## src/rtl/instr_prefetch_if.sv

```systemverilog
// Prefetch bus bundle: core-side redirect/instruction handshake plus memory request channel.
// The master side belongs to the prefetch stage; the slave side is the core and memory.
// No clock or reset lives here; those stay plain ports on the module.
interface instr_prefetch_if #(
  parameter int AW = 10
);
  // core side
  logic          redirect;
  logic [AW-1:0] redirect_pc;
  logic [15:0]   instr;
  logic [AW-1:0] instr_pc;
  logic          instr_valid;
  logic          instr_ready;
  // memory side
  logic          mem_req;
  logic [AW-1:0] mem_addr;
  logic          mem_ack;
  logic [15:0]   mem_rdata;
  // performance
  logic [31:0]   stall_count;

  modport master (
    input  redirect, redirect_pc, instr_ready, mem_ack, mem_rdata,
    output instr, instr_pc, instr_valid, mem_req, mem_addr, stall_count
  );

  modport slave (
    output redirect, redirect_pc, instr_ready, mem_ack, mem_rdata,
    input  instr, instr_pc, instr_valid, mem_req, mem_addr, stall_count
  );
endinterface

```

## src/rtl/instr_prefetch.sv

```systemverilog
// Instruction prefetch queue: keeps up to DEPTH sequential instructions ahead of the core, one memory request outstanding.
// Latency: data accepted on an ack edge is at instr/instr_valid the next cycle; redirect target requested the next cycle.
// Backpressure: stops requesting when the queue is full; IFETCH_PERF_EN builds the stall_count counter.
module instr_prefetch #(
  parameter int DEPTH = 4,
  parameter int AW    = 10
) (
  input logic               clk,
  input logic               reset,
  instr_prefetch_if.master  bus
);

  localparam int PW = $clog2(DEPTH);
  localparam int CW = PW + 1;

  typedef enum logic [1:0] {
    IDLE  = 2'd0,
    REQ   = 2'd1,
    DRAIN = 2'd2
  } state_t;

  state_t        state_q, state_d;
  logic [CW-1:0] count_q, count_d;
  logic [PW-1:0] rd_ptr_q, rd_ptr_d;
  logic [PW-1:0] wr_ptr_q, wr_ptr_d;
  logic [AW-1:0] fetch_addr_q, fetch_addr_d;
  logic [AW-1:0] target_q, target_d;

  logic [15:0]   buf_instr_q [DEPTH];
  logic [AW-1:0] buf_pc_q    [DEPTH];

  logic push;
  logic pop;
  logic has_room;

  // A redirect suppresses both the push of returned data and any pop by the core.
  assign push = (state_q == REQ) && bus.mem_ack && !bus.redirect;
  assign pop  = (count_q != '0) && bus.instr_ready && !bus.redirect;

  // Queue pointer/count update; redirect empties the queue outright.
  always_comb begin
    count_d  = count_q;
    rd_ptr_d = rd_ptr_q;
    wr_ptr_d = wr_ptr_q;
    if (bus.redirect) begin
      count_d  = '0;
      rd_ptr_d = '0;
      wr_ptr_d = '0;
    end else begin
      if (push) wr_ptr_d = wr_ptr_q + PW'(1);
      if (pop)  rd_ptr_d = rd_ptr_q + PW'(1);
      if (push && !pop)      count_d = count_q + CW'(1);
      else if (!push && pop) count_d = count_q - CW'(1);
    end
  end

  assign has_room = count_d < CW'(DEPTH);

  // Next-state logic: fetch address sequencing, redirect handling and drain of an abandoned request.
  always_comb begin
    state_d      = state_q;
    fetch_addr_d = fetch_addr_q;
    target_d     = target_q;
    case (state_q)
      IDLE: begin
        if (bus.redirect) begin
          fetch_addr_d = bus.redirect_pc;
          state_d      = REQ;
        end else if (has_room) begin
          state_d = REQ;
        end
      end
      REQ: begin
        if (bus.redirect) begin
          if (bus.mem_ack) begin
            fetch_addr_d = bus.redirect_pc;
          end else begin
            // Request already on the bus must complete at its old address.
            target_d = bus.redirect_pc;
            state_d  = DRAIN;
          end
        end else if (bus.mem_ack) begin
          fetch_addr_d = fetch_addr_q + AW'(1);
          if (!has_room) state_d = IDLE;
        end
      end
      DRAIN: begin
        if (bus.redirect) begin
          target_d = bus.redirect_pc;
        end else if (bus.mem_ack) begin
          fetch_addr_d = target_q;
          state_d      = REQ;
        end
      end
      default: state_d = IDLE;
    endcase
  end

  // State, pointer and address registers.
  always_ff @(posedge clk) begin
    if (reset) begin
      state_q      <= IDLE;
      count_q      <= '0;
      rd_ptr_q     <= '0;
      wr_ptr_q     <= '0;
      fetch_addr_q <= '0;
      target_q     <= '0;
    end else begin
      state_q      <= state_d;
      count_q      <= count_d;
      rd_ptr_q     <= rd_ptr_d;
      wr_ptr_q     <= wr_ptr_d;
      fetch_addr_q <= fetch_addr_d;
      target_q     <= target_d;
    end
  end

  // Queue storage; contents are only visible while count is non-zero, so no reset is needed.
  always_ff @(posedge clk) begin
    if (push) begin
      buf_instr_q[wr_ptr_q] <= bus.mem_rdata;
      buf_pc_q[wr_ptr_q]    <= fetch_addr_q;
    end
  end

  // Outputs: request is a pure function of state, head entry is masked to zero while empty.
  always_comb begin
    bus.mem_req     = (state_q == REQ) || (state_q == DRAIN);
    bus.mem_addr    = fetch_addr_q;
    bus.instr_valid = (count_q != '0);
    bus.instr       = '0;
    bus.instr_pc    = '0;
    if (count_q != '0) begin
      bus.instr    = buf_instr_q[rd_ptr_q];
      bus.instr_pc = buf_pc_q[rd_ptr_q];
    end
  end

`ifdef IFETCH_PERF_EN
  logic [31:0] stall_count_q, stall_count_d;

  // Count cycles where the core wants an instruction but the queue is empty; saturates.
  always_comb begin
    stall_count_d = stall_count_q;
    if (bus.instr_ready && (count_q == '0) && (stall_count_q != 32'hFFFF_FFFF))
      stall_count_d = stall_count_q + 32'd1;
  end

  // Stall counter register, cleared only by reset.
  always_ff @(posedge clk) begin
    if (reset) stall_count_q <= '0;
    else       stall_count_q <= stall_count_d;
  end

  assign bus.stall_count = stall_count_q;
`else
  assign bus.stall_count = '0;
`endif

endmodule
```

## src/flat_wrapper.sv

```systemverilog
// flat-port wrapper written by rule: the top's interface ports become plain ports
module instr_prefetch_flat 
#(
  parameter int DEPTH = 4,
  parameter int AW    = 10
)
  (clk, reset, bus_redirect, bus_redirect_pc, bus_instr_ready, bus_mem_ack, bus_mem_rdata, bus_instr, bus_instr_pc, bus_instr_valid, bus_mem_req, bus_mem_addr, bus_stall_count);
  instr_prefetch_if #(.AW(AW)) bus_i ();
  input logic clk;
  input logic reset;
  input wire logic [$bits(bus_i.redirect)-1:0] bus_redirect;
  input wire logic [$bits(bus_i.redirect_pc)-1:0] bus_redirect_pc;
  input wire logic [$bits(bus_i.instr_ready)-1:0] bus_instr_ready;
  input wire logic [$bits(bus_i.mem_ack)-1:0] bus_mem_ack;
  input wire logic [$bits(bus_i.mem_rdata)-1:0] bus_mem_rdata;
  output wire logic [$bits(bus_i.instr)-1:0] bus_instr;
  output wire logic [$bits(bus_i.instr_pc)-1:0] bus_instr_pc;
  output wire logic [$bits(bus_i.instr_valid)-1:0] bus_instr_valid;
  output wire logic [$bits(bus_i.mem_req)-1:0] bus_mem_req;
  output wire logic [$bits(bus_i.mem_addr)-1:0] bus_mem_addr;
  output wire logic [$bits(bus_i.stall_count)-1:0] bus_stall_count;
  assign bus_i.redirect = bus_redirect;
  assign bus_i.redirect_pc = bus_redirect_pc;
  assign bus_i.instr_ready = bus_instr_ready;
  assign bus_i.mem_ack = bus_mem_ack;
  assign bus_i.mem_rdata = bus_mem_rdata;
  assign bus_instr = bus_i.instr;
  assign bus_instr_pc = bus_i.instr_pc;
  assign bus_instr_valid = bus_i.instr_valid;
  assign bus_mem_req = bus_i.mem_req;
  assign bus_mem_addr = bus_i.mem_addr;
  assign bus_stall_count = bus_i.stall_count;
  instr_prefetch #(.DEPTH(DEPTH), .AW(AW)) u_core (.clk(clk), .reset(reset), .bus(bus_i));
endmodule
```

## config.mk

```make
export PLATFORM = sky130hd
export DESIGN_NAME = instr_prefetch_flat
export DESIGN_NICKNAME = d
export VERILOG_FILES = /design/src/rtl/instr_prefetch_if.sv /design/src/rtl/instr_prefetch.sv /design/src/flat_wrapper.sv
export SDC_FILE = /design/constraint.sdc
export NUM_CORES = 1
export LEC_CHECK = 0
export BUFFER_PORTS_ARGS = -buffer_cell sky130_fd_sc_hd__buf_2
export CAP_MARGIN = 20
export CORE_MARGIN = 4
export CORE_UTILIZATION = 60
export DETAILED_ROUTE_END_ITERATION = 8
export HOLD_SLACK_MARGIN = 0.15
export PLACE_DENSITY = 0.93
export SYNTH_ARGS = -nofsm -noshare
export SYNTH_HDL_FRONTEND = slang
export SYNTH_SLANG_ARGS = --single-unit
```

## constraint.sdc

```tcl
create_clock -name clk -period 4.4 [get_ports clk]
set_clock_uncertainty 0.05 [all_clocks]
set_input_delay 0.88 -clock clk [delete_from_list [all_inputs] [get_ports clk]]
set_output_delay 0.88 -clock clk [all_outputs]
set_load 0.02 [all_outputs]
```

== Word level (Yosys, flattened, before mapping) ==
Memories as Yosys holds them, arrays and structs flattened. A register that Yosys moved wholly into a read port is not among the register bits.
Cells that the tools add are included.

* Bits in registers: 29
* Bits of input ports: 31
* Output and inout port bits: 70
* RAM bits: 104
* Memories: 2

{| class="wikitable"
|+ Memories
! memory !! words !! width !! read ports !! clocked after memory_dff !! write ports !! line !! text
|-
| u_core.buf_instr_q || 4 || 16 || 1 || 1 || 1 || instr_prefetch.sv:29 || <nowiki>logic [15:0] buf_instr_q [DEPTH];</nowiki>
|-
| u_core.buf_pc_q || 4 || 10 || 1 || 1 || 1 || instr_prefetch.sv:30 || <nowiki>logic [AW-1:0] buf_pc_q [DEPTH];</nowiki>
|}

* Muxes and demuxes: 30
* Add/subtract/negate cells: 5
* Equal/unequal tests: 13
* Order comparisons: 1
* Reduce and logical (&&, ||, !) cells: 18

{| class="wikitable"
|+ Operator list
! operator !! count
|-
| two-way mux 10 bit || 9
|-
| case mux 10 bit (3 select lines) || 1
|-
| two-way mux 2 bit || 12
|-
| case mux 10 bit (2 select lines) || 1
|-
| two-way mux 16 bit || 1
|-
| != test 2 bit, second input constant || 7
|-
| adder 10 x 1 -> 10 bit, second input constant || 1
|-
| two-way mux 3 bit || 3
|-
| != test 3 bit, second input constant || 3
|-
| logical AND 1 bit || 6
|-
| case mux 2 bit (3 select lines) || 1
|-
| AND reduction 6 bit || 1
|-
| nonzero test 3 bit || 2
|-
| AND reduction 5 bit || 1
|-
| adder 2 x 1 -> 2 bit, second input constant || 2
|-
| AND reduction 4 bit || 1
|-
| adder 3 x 1 -> 3 bit, second input constant || 1
|-
| zero test 1 bit || 3
|-
| less-than comparator 3 bit, second input constant || 1
|-
| != test 3 x 2 -> 1 bit, second input constant || 1
|-
| subtractor 3 x 1 -> 3 bit, second input constant || 1
|-
| equality test 2 x 1 -> 1 bit, second input constant || 1
|-
| equality test 2 bit, second input constant || 1
|-
| zero test 2 bit || 1
|-
| other kinds (4) || 5
|}

== Longest topological paths before layout ==
Gate-level depths: netlist (run 1).

* Word-level depth: 13
* Mapped depth: 12

== Least setup slack after synthesis (run 1) ==
Ideal clock, no wire load.

* Path kind: in2reg
* Start: input bus_redirect
* End: register u_core.state_q[0]
* Setup slack: 1488 ps
* Required time: 4229 ps
* Buffers on the path: 1
* Arrival: 2741 ps
* Stages on the path: 9
* Cells stage by stage: buf_6 -> nor3b_1 -> inv_1 -> ha_1 -> and3_1 -> a211oi_2 -> mux2i_1 -> o311ai_1 -> mux2_2

* Elaborated cells between the ends (all ways): 20
* Those cells by class: 1 x order compare; 5 x eq/ne; 6 x mux; 8 x reduce/logical

{| class="wikitable"
|+ RTL lines
! element !! line !! text
|-
| start: declaration || flat_wrapper.sv:11 || <nowiki>input wire logic [$bits(bus_i.redirect)-1:0] bus_redirect;</nowiki>
|-
| zero test 1 bit * || instr_prefetch.sv:38 || <nowiki>assign pop = (count_q != '0) && bus.instr_ready && !bus.redirect;</nowiki>
|-
| logical AND 1 bit * || instr_prefetch.sv:38 ||
|-
| named net u_core.pop || instr_prefetch.sv:33 || <nowiki>logic pop;</nowiki>
|-
| logical AND 1 bit or zero test 1 bit (tied branches) || instr_prefetch.sv:53, instr_prefetch.sv:52 ||
|-
| two-way mux 3 bit or logical AND 1 bit (tied branches) || instr_prefetch.sv:53, instr_prefetch.sv:52 ||
|-
| two-way mux 3 bit * || instr_prefetch.sv:52 || <nowiki>if (push && !pop) count_d = count_q + CW'(1);</nowiki>
|-
| two-way mux 3 bit * || instr_prefetch.sv:45 || <nowiki>if (bus.redirect) begin</nowiki>
|-
| less-than comparator 3 bit * || instr_prefetch.sv:57 || <nowiki>assign has_room = count_d < CW'(DEPTH);</nowiki>
|-
| != test 3 bit (no line) or != test 3 x 2 -> 1 bit (tied branches) || n/a ||
|-
| AND reduction 6 bit (no line) * || n/a ||
|-
| end signal: assignment || instr_prefetch.sv:109 || <nowiki>state_q <= state_d;</nowiki>
|-
| end: declaration || instr_prefetch.sv:22 || <nowiki>state_t state_q, state_d;</nowiki>
|}

The timed path passes the listed nets; every way through them passes the cells marked *.
A chain may end at the register's enable or synchronous reset.

==> results of run 1 <==
sequential cells by signal (all words and copies together), names as in the netlist, named ones only:
| register | count |
|---|---|
| u_core.buf_instr_q | 64 |
| u_core.buf_pc_q | 40 |
| u_core.bus.mem_addr | 10 |
| u_core.count_q | 3 |
| u_core.rd_ptr_q | 2 |
| u_core.state_q | 2 |
| u_core.target_q | 10 |
| u_core.wr_ptr_q | 2 |
critical path: stages, from the launching register on:
cell and delay [ps]:
dfxtp_2 950, mux4_2 610, nor2b_1 160, buf_2 170
kinds of logic after synthesis:
group	count (synthesis)
DFF	135
muxes	39
other	1
xor gates and xnor gates	8
adders and majority gates	14
buffers and inverters	62
AOI/OAI and AO/OA	40
and+or+nand+nor	108
routing by layer:
| metal | vias up | GRT usage | part of all wire |
|---|---|---|---|
| li1 | 1608 | - | - |
| met1 | 1740 | 0.269 | 0.39 |
| met2 | 131 | 0.360 | 0.53 |
| met3 | 18 | 0.0426 | 0.061 |
| met4 | 0 | 0.0812 | 0.017 |
| met5 | - | 0 | 0 |
Yosys cell counts, types with 5 or more instances:
master / n
edfxtp_1: 104
buf_4: 33
dfxtp_1: 31
nor2_1: 30
nor2b_1: 28
mux4_2: 26
ha_1: 14
nand2_1: 14
mux2i_1: 11
inv_1: 10
clkbuf_1: 9
nor3_1: 9
o21ai_0: 9
a21oi_1: 8
a221oi_1: 5
and3_1: 5
buf_2: 5
nand3_1: 5
report_power, final:
group          internal (W)  leakage (nW)  switching (W)
clock              0.000878         0.294       0.000557
sequential          0.00149          1.20       0.000111
combinational      0.000225          1.09       0.000381
total               0.00259          2.58        0.00105
final timing paths:
kind                            cells past startpoint               start  slack, ps                  to
worst max register to register                     12   u_core.count_q[0]       1230   u_core.state_q[1]
worst min register to register                      2  u_core.target_q[9]        450  u_core.target_q[9]
worst max-delay path                                3            register       1060     bus_instr_pc[5]
worst min-delay path                                2  u_core.target_q[9]        450  u_core.target_q[9]
layout make-up:
class | instances | area (um2) | area share
timing repair buffer | 74 | 385 | 0.0556
tap | 133 | 166 | 0.0240
clock buffer | 17 | 414 | 0.0598
inverter | 11 | 41.3 | 0.00596
clock inverter | 14 | 190 | 0.0274
sequential | 135 | 3740 | 0.540
multi-input combinational | 241 | 1990 | 0.287
per-stage QoR:
stage | setup WS [ps] | cells | cell area (um2) | hold slack (ps) | utilization
global placement | 1320 | 594 | 6320 | 423 | 0.650
global route | 878 | 625 | 6930 | 485 | 0.712
detailed placement | 1180 | 594 | 6320 | 429 | 0.650
finish | 1060 | 625 | 6930 | 453 | 0.712
floorplan | 1490 | 438 | 6110 | 409 | -
CTS | 971 | 625 | 6930 | 447 | 0.712
==> flow_metrics.tcl, run 1 <==
set metrics [dict create \
    antenna_left 0 \
    rsz0062_at_grt "false" \
    cts_tree "yes" \
    area_delta_synth_final_pct 15.7 \
    power.total_w 0.00364 \
    required_ps 3470 \
    ios 101 \
    chipHeight_um 108 \
    dpl.hpwl_mm 7.23 \
    synthTopCellsByArea "edfxtp_1 (52%), dfxtp_1 (10%), mux4_2 (9.8%), buf_4 (4.1%), ha_1 (2.9%)" \
    fin_nets 525 \
    dieWidth_um 108 \
    vias_per_cell 5.60 \
    grt_antenna_before_repair 0 \
    cp.arrival_ps 2410 \
    rows 36 \
    synth.area.mux_share 0.120 \
    cellLeakagePower_nw 2.58 \
    clock_latency_ps 510 \
    postCtsSetupRepairBufs 0 \
    clk_pin_slew_worst_paths_ps 60 \
    synthSimpleGateAreaFrac 0.0982 \
    synthXorXnorAreaFrac 0.0117 \
    final_common_cell "edfxtp_1" \
    max_slew_margin 0.371 \
    period_minus_slack_ps 3340 \
    clkSinkCount 135 \
    min_path_type "reg2reg" \
    grt_first_pass_wirelength_mm 18.5 \
    setup_viol 0 \
    die-area_um2 11600 \
    grt_usage 0.211 \
    synth_top_cell_by_area "edfxtp_1" \
    tightest_slew_ps 943 \
    fmax_ghz 0.300 \
    final.setup.tns_ps 0 \
    synth_top_family_by_area "multiplexers" \
    synth_top_area_frac 0.521 \
    drc 0 \
    grt_start_max_net_pins 29 \
    first_pass_iters 4 \
    drive_gt1_frac 0.299 \
    slew_violations 0 \
    irDropWorstVdd_mv 0.466 \
    start_kind "register" \
    syn-instance-count 407 \
    cts_resized 0 \
    final_cell_mix "edfxtp_1 (104), buf_2 (68), conb_1 (32)" \
    core_region_area_um2 9730 \
    ys_ff_latch 135 \
    portBuffers 68 \
    gp_congestion 0.833 \
    cp-end-kind "primary output" \
    syn_area_per_cell_um2 14.7 \
    numCtsBuffers 17 \
    p_per_area_nw_per_um2 526 \
    status "completed" \
    drt_iter0_drc 224 \
    grt-ovfl-total 0 \
    ys_types 50 \
    synth_compound_area_frac 0.0522 \
    cp_max_fo 26 \
    fill_cells 661 \
    via_count 3497 \
    yosysSeqAreaShare 0.625 \
    clock_tree.root_cell "clkbuf_8" \
    finalCritPeriodShare 0.758 \
    hold_viol_final 0 \
    synth_fa_ha_area_frac 0.0292 \
    synth-edff-count 104 \
    wire_per_inst_um 18.7 \
    yosys_warnings 0 \
    netlist_area_um2 5990 \
    start_util 0.616 \
    maxCapViolCount 0 \
    critPathKind "reg2out" \
    postCtsHoldBufs 0 \
    async_flop_share 0 \
    grt_pass1_vias 3545 \
    n_antenna_cell 0 \
    wirelength_mm 11.7 \
    cts_htree_levels 4 \
    cts_buffer_depth 2 \
    synthFlopType "edfxtp_1" \
]
Power figures use the tool's default switching activity.
==> run 2: changes to the inputs <==
Settings changed: CORE_UTILIZATION 60 to 56, PLACE_DENSITY 0.93 to 0.89.
Clock period 4.4 ns to 3.1 ns, I/O delays scaled along.
==> run 2 against run 1 <==
Net effect:
- die area up 6.6%
- utilization decreased by 4.5 points
- register-to-register slack worse by 880 ps
- sequential cell count stayed put
- final cell count rose by 0.96%
- setup slack worse by 840 ps
- first-iteration DRC count shrank 25%
- clock power up 30%
- wire length down 0.28%
- critical endpoint is now bus_instr_pc[0]
- highest routed layer unchanged
==> flow_metrics.tcl, run 2 (synthesis gave the netlist of run 1 again) <==
set metrics [dict create \
    status "completed" \
    final_common_cell "edfxtp_1" \
    r2r_cells 11 \
    reg2reg_slack_ps 350 \
    hold_viol_final 0 \
    drt_iter0_drc 169 \
    tightest_slew_ps 515 \
    largest-register "u_core.buf_instr_q" \
    critPathKind "reg2out" \
    postCtsHoldBufs 0 \
    cp_max_fo 16 \
    maxCapViolCount 0 \
    max_slew_margin 0.655 \
    clock_latency_ps 520 \
    cp.arrival_ps 2210 \
    via_count 3515 \
    antenna_left 0 \
    cellLeakagePower_nw 2.56 \
    clock_tree.root_cell "clkbuf_8" \
    fin_util 0.667 \
    grt_usage 0.193 \
    required_ps 2430 \
    grt-ovfl-total 0 \
    first_pass_iters 5 \
    drc 0 \
    core_region_area_um2 10400 \
    gp_congestion 0.861 \
    final_cell_mix "edfxtp_1 (104), buf_2 (68), conb_1 (32)" \
    chipHeight_um 111 \
    fmax_ghz 0.348 \
    min_path_type "in2reg" \
    slew_violations 0 \
    period_minus_slack_ps 2880 \
    portBuffers 68 \
    rows 37 \
    dieWidth_um 111 \
    grt_first_pass_wirelength_mm 18.6 \
    final_cells 631 \
    reg_top3 "u_core.buf_instr_q (64), u_core.buf_pc_q (40)" \
    hold_path_depth 1 \
    ios 101 \
    numCtsBuffers 17 \
    cts_buffer_depth 2 \
    clk_pin_slew_worst_paths_ps 60 \
    holdPathEnd "u_core.buf_instr_q[3][12]" \
    cts_tree "yes" \
    path_cells "buf_12 -> mux4_2 -> nor2b_1 -> buf_2" \
    wirelength_mm 11.6 \
    largest_reg_flops 64 \
    final.setup.tns_ps 0 \
    area_delta_synth_final_pct 15.5 \
    place_ws_ps 200 \
    grt_start_max_net_pins 28 \
    cp-end-kind "primary output" \
    dpl.hpwl_mm 7.38 \
    r2r-end "u_core.state_q[1]" \
    cts_htree_levels 4 \
    vias_per_cell 5.57 \
    worst_slack_ps 225 \
    cts_resized 0 \
    setup_viol 0 \
    rsz0062_at_grt "false" \
    fill_cells 727 \
    r2r_start "u_core.state_q[1]" \
    worstHoldStart "bus_mem_rdata[12]" \
    cp_slowest_cell "dfxtp_2" \
    n_antenna_cell 0 \
    start_util 0.578 \
    clkSinkCount 135 \
    wire_per_inst_um 18.5 \
    start_kind "register" \
    finalCritPeriodShare 0.928 \
    drive_gt1_frac 0.301 \
    irDropWorstVdd_mv 0.514 \
    max_stage_delay_ps 580 \
    grt_antenna_before_repair 0 \
    p_per_area_nw_per_um2 722 \
    placed_cells 599 \
    postCtsSetupRepairBufs 0 \
    grt_pass1_vias 3646 \
    die-area_um2 12400 \
    fin_nets 527 \
]
## run 2: area by class of cell
cell class | instances | area, um2 | area share
timing repair buffer | 76 | 413 | 0.0597
sequential | 135 | 3740 | 0.541
tap | 136 | 170 | 0.0246
clock buffer | 17 | 414 | 0.0599
multi-input combinational | 241 | 1990 | 0.287
inverter | 11 | 41.3 | 0.00597
clock inverter | 15 | 146 | 0.0212
## run 2: critical path, delay by kind of cell, from the launching register on
kind	cells	cell delay, ps
buffers and inverters	2	420
flip-flops	1	580
multiplexers	1	510
AND/OR/NAND/NOR	1	170
## run 2: worst max path at each step
stage                       from                end  cells after the start
4_1_cts                 register    bus_instr_pc[0]                      4
5_1_grt                 register    bus_instr_pc[0]                      4
6_report                register    bus_instr_pc[0]                      4
2_1_floorplan  u_core.count_q[0]  u_core.state_q[0]                     12
3_3_place_gp        bus_redirect  u_core.state_q[1]                     10
3_5_place_dp        bus_redirect  u_core.state_q[1]                     10
## run 2: power by group
part           switching, W  leakage [nW]  total (W)  internal, W
Sequential         0.000154          1.20    0.00227      0.00211
Clock              0.000786         0.265    0.00187      0.00108
Combinational      0.000539          1.10   0.000859     0.000319
Total               0.00148          2.56    0.00499      0.00351
## run 2: layer usage
layer	vias up	part of all wire	track usage
li1	1621	-	-
met1	1751	0.39	0.234
met2	129	0.54	0.342
met3	14	0.059	0.0511
met4	0	0.012	0.0552
met5	-	0	0
## run 2: per-stage QoR
| step | area (um2) | total power, W | hold slack (ps) |
|---|---|---|---|
| after detailed placement | 6360 | 0.00315 | 436 |
| final | 6920 | 0.00499 | 262 |
| after global placement | 6360 | 0.00310 | 422 |
| after floorplan | 6110 | 0.00293 | 409 |
| after global routing | 6920 | 0.00521 | 251 |
| after CTS | 6920 | 0.00501 | 244 |
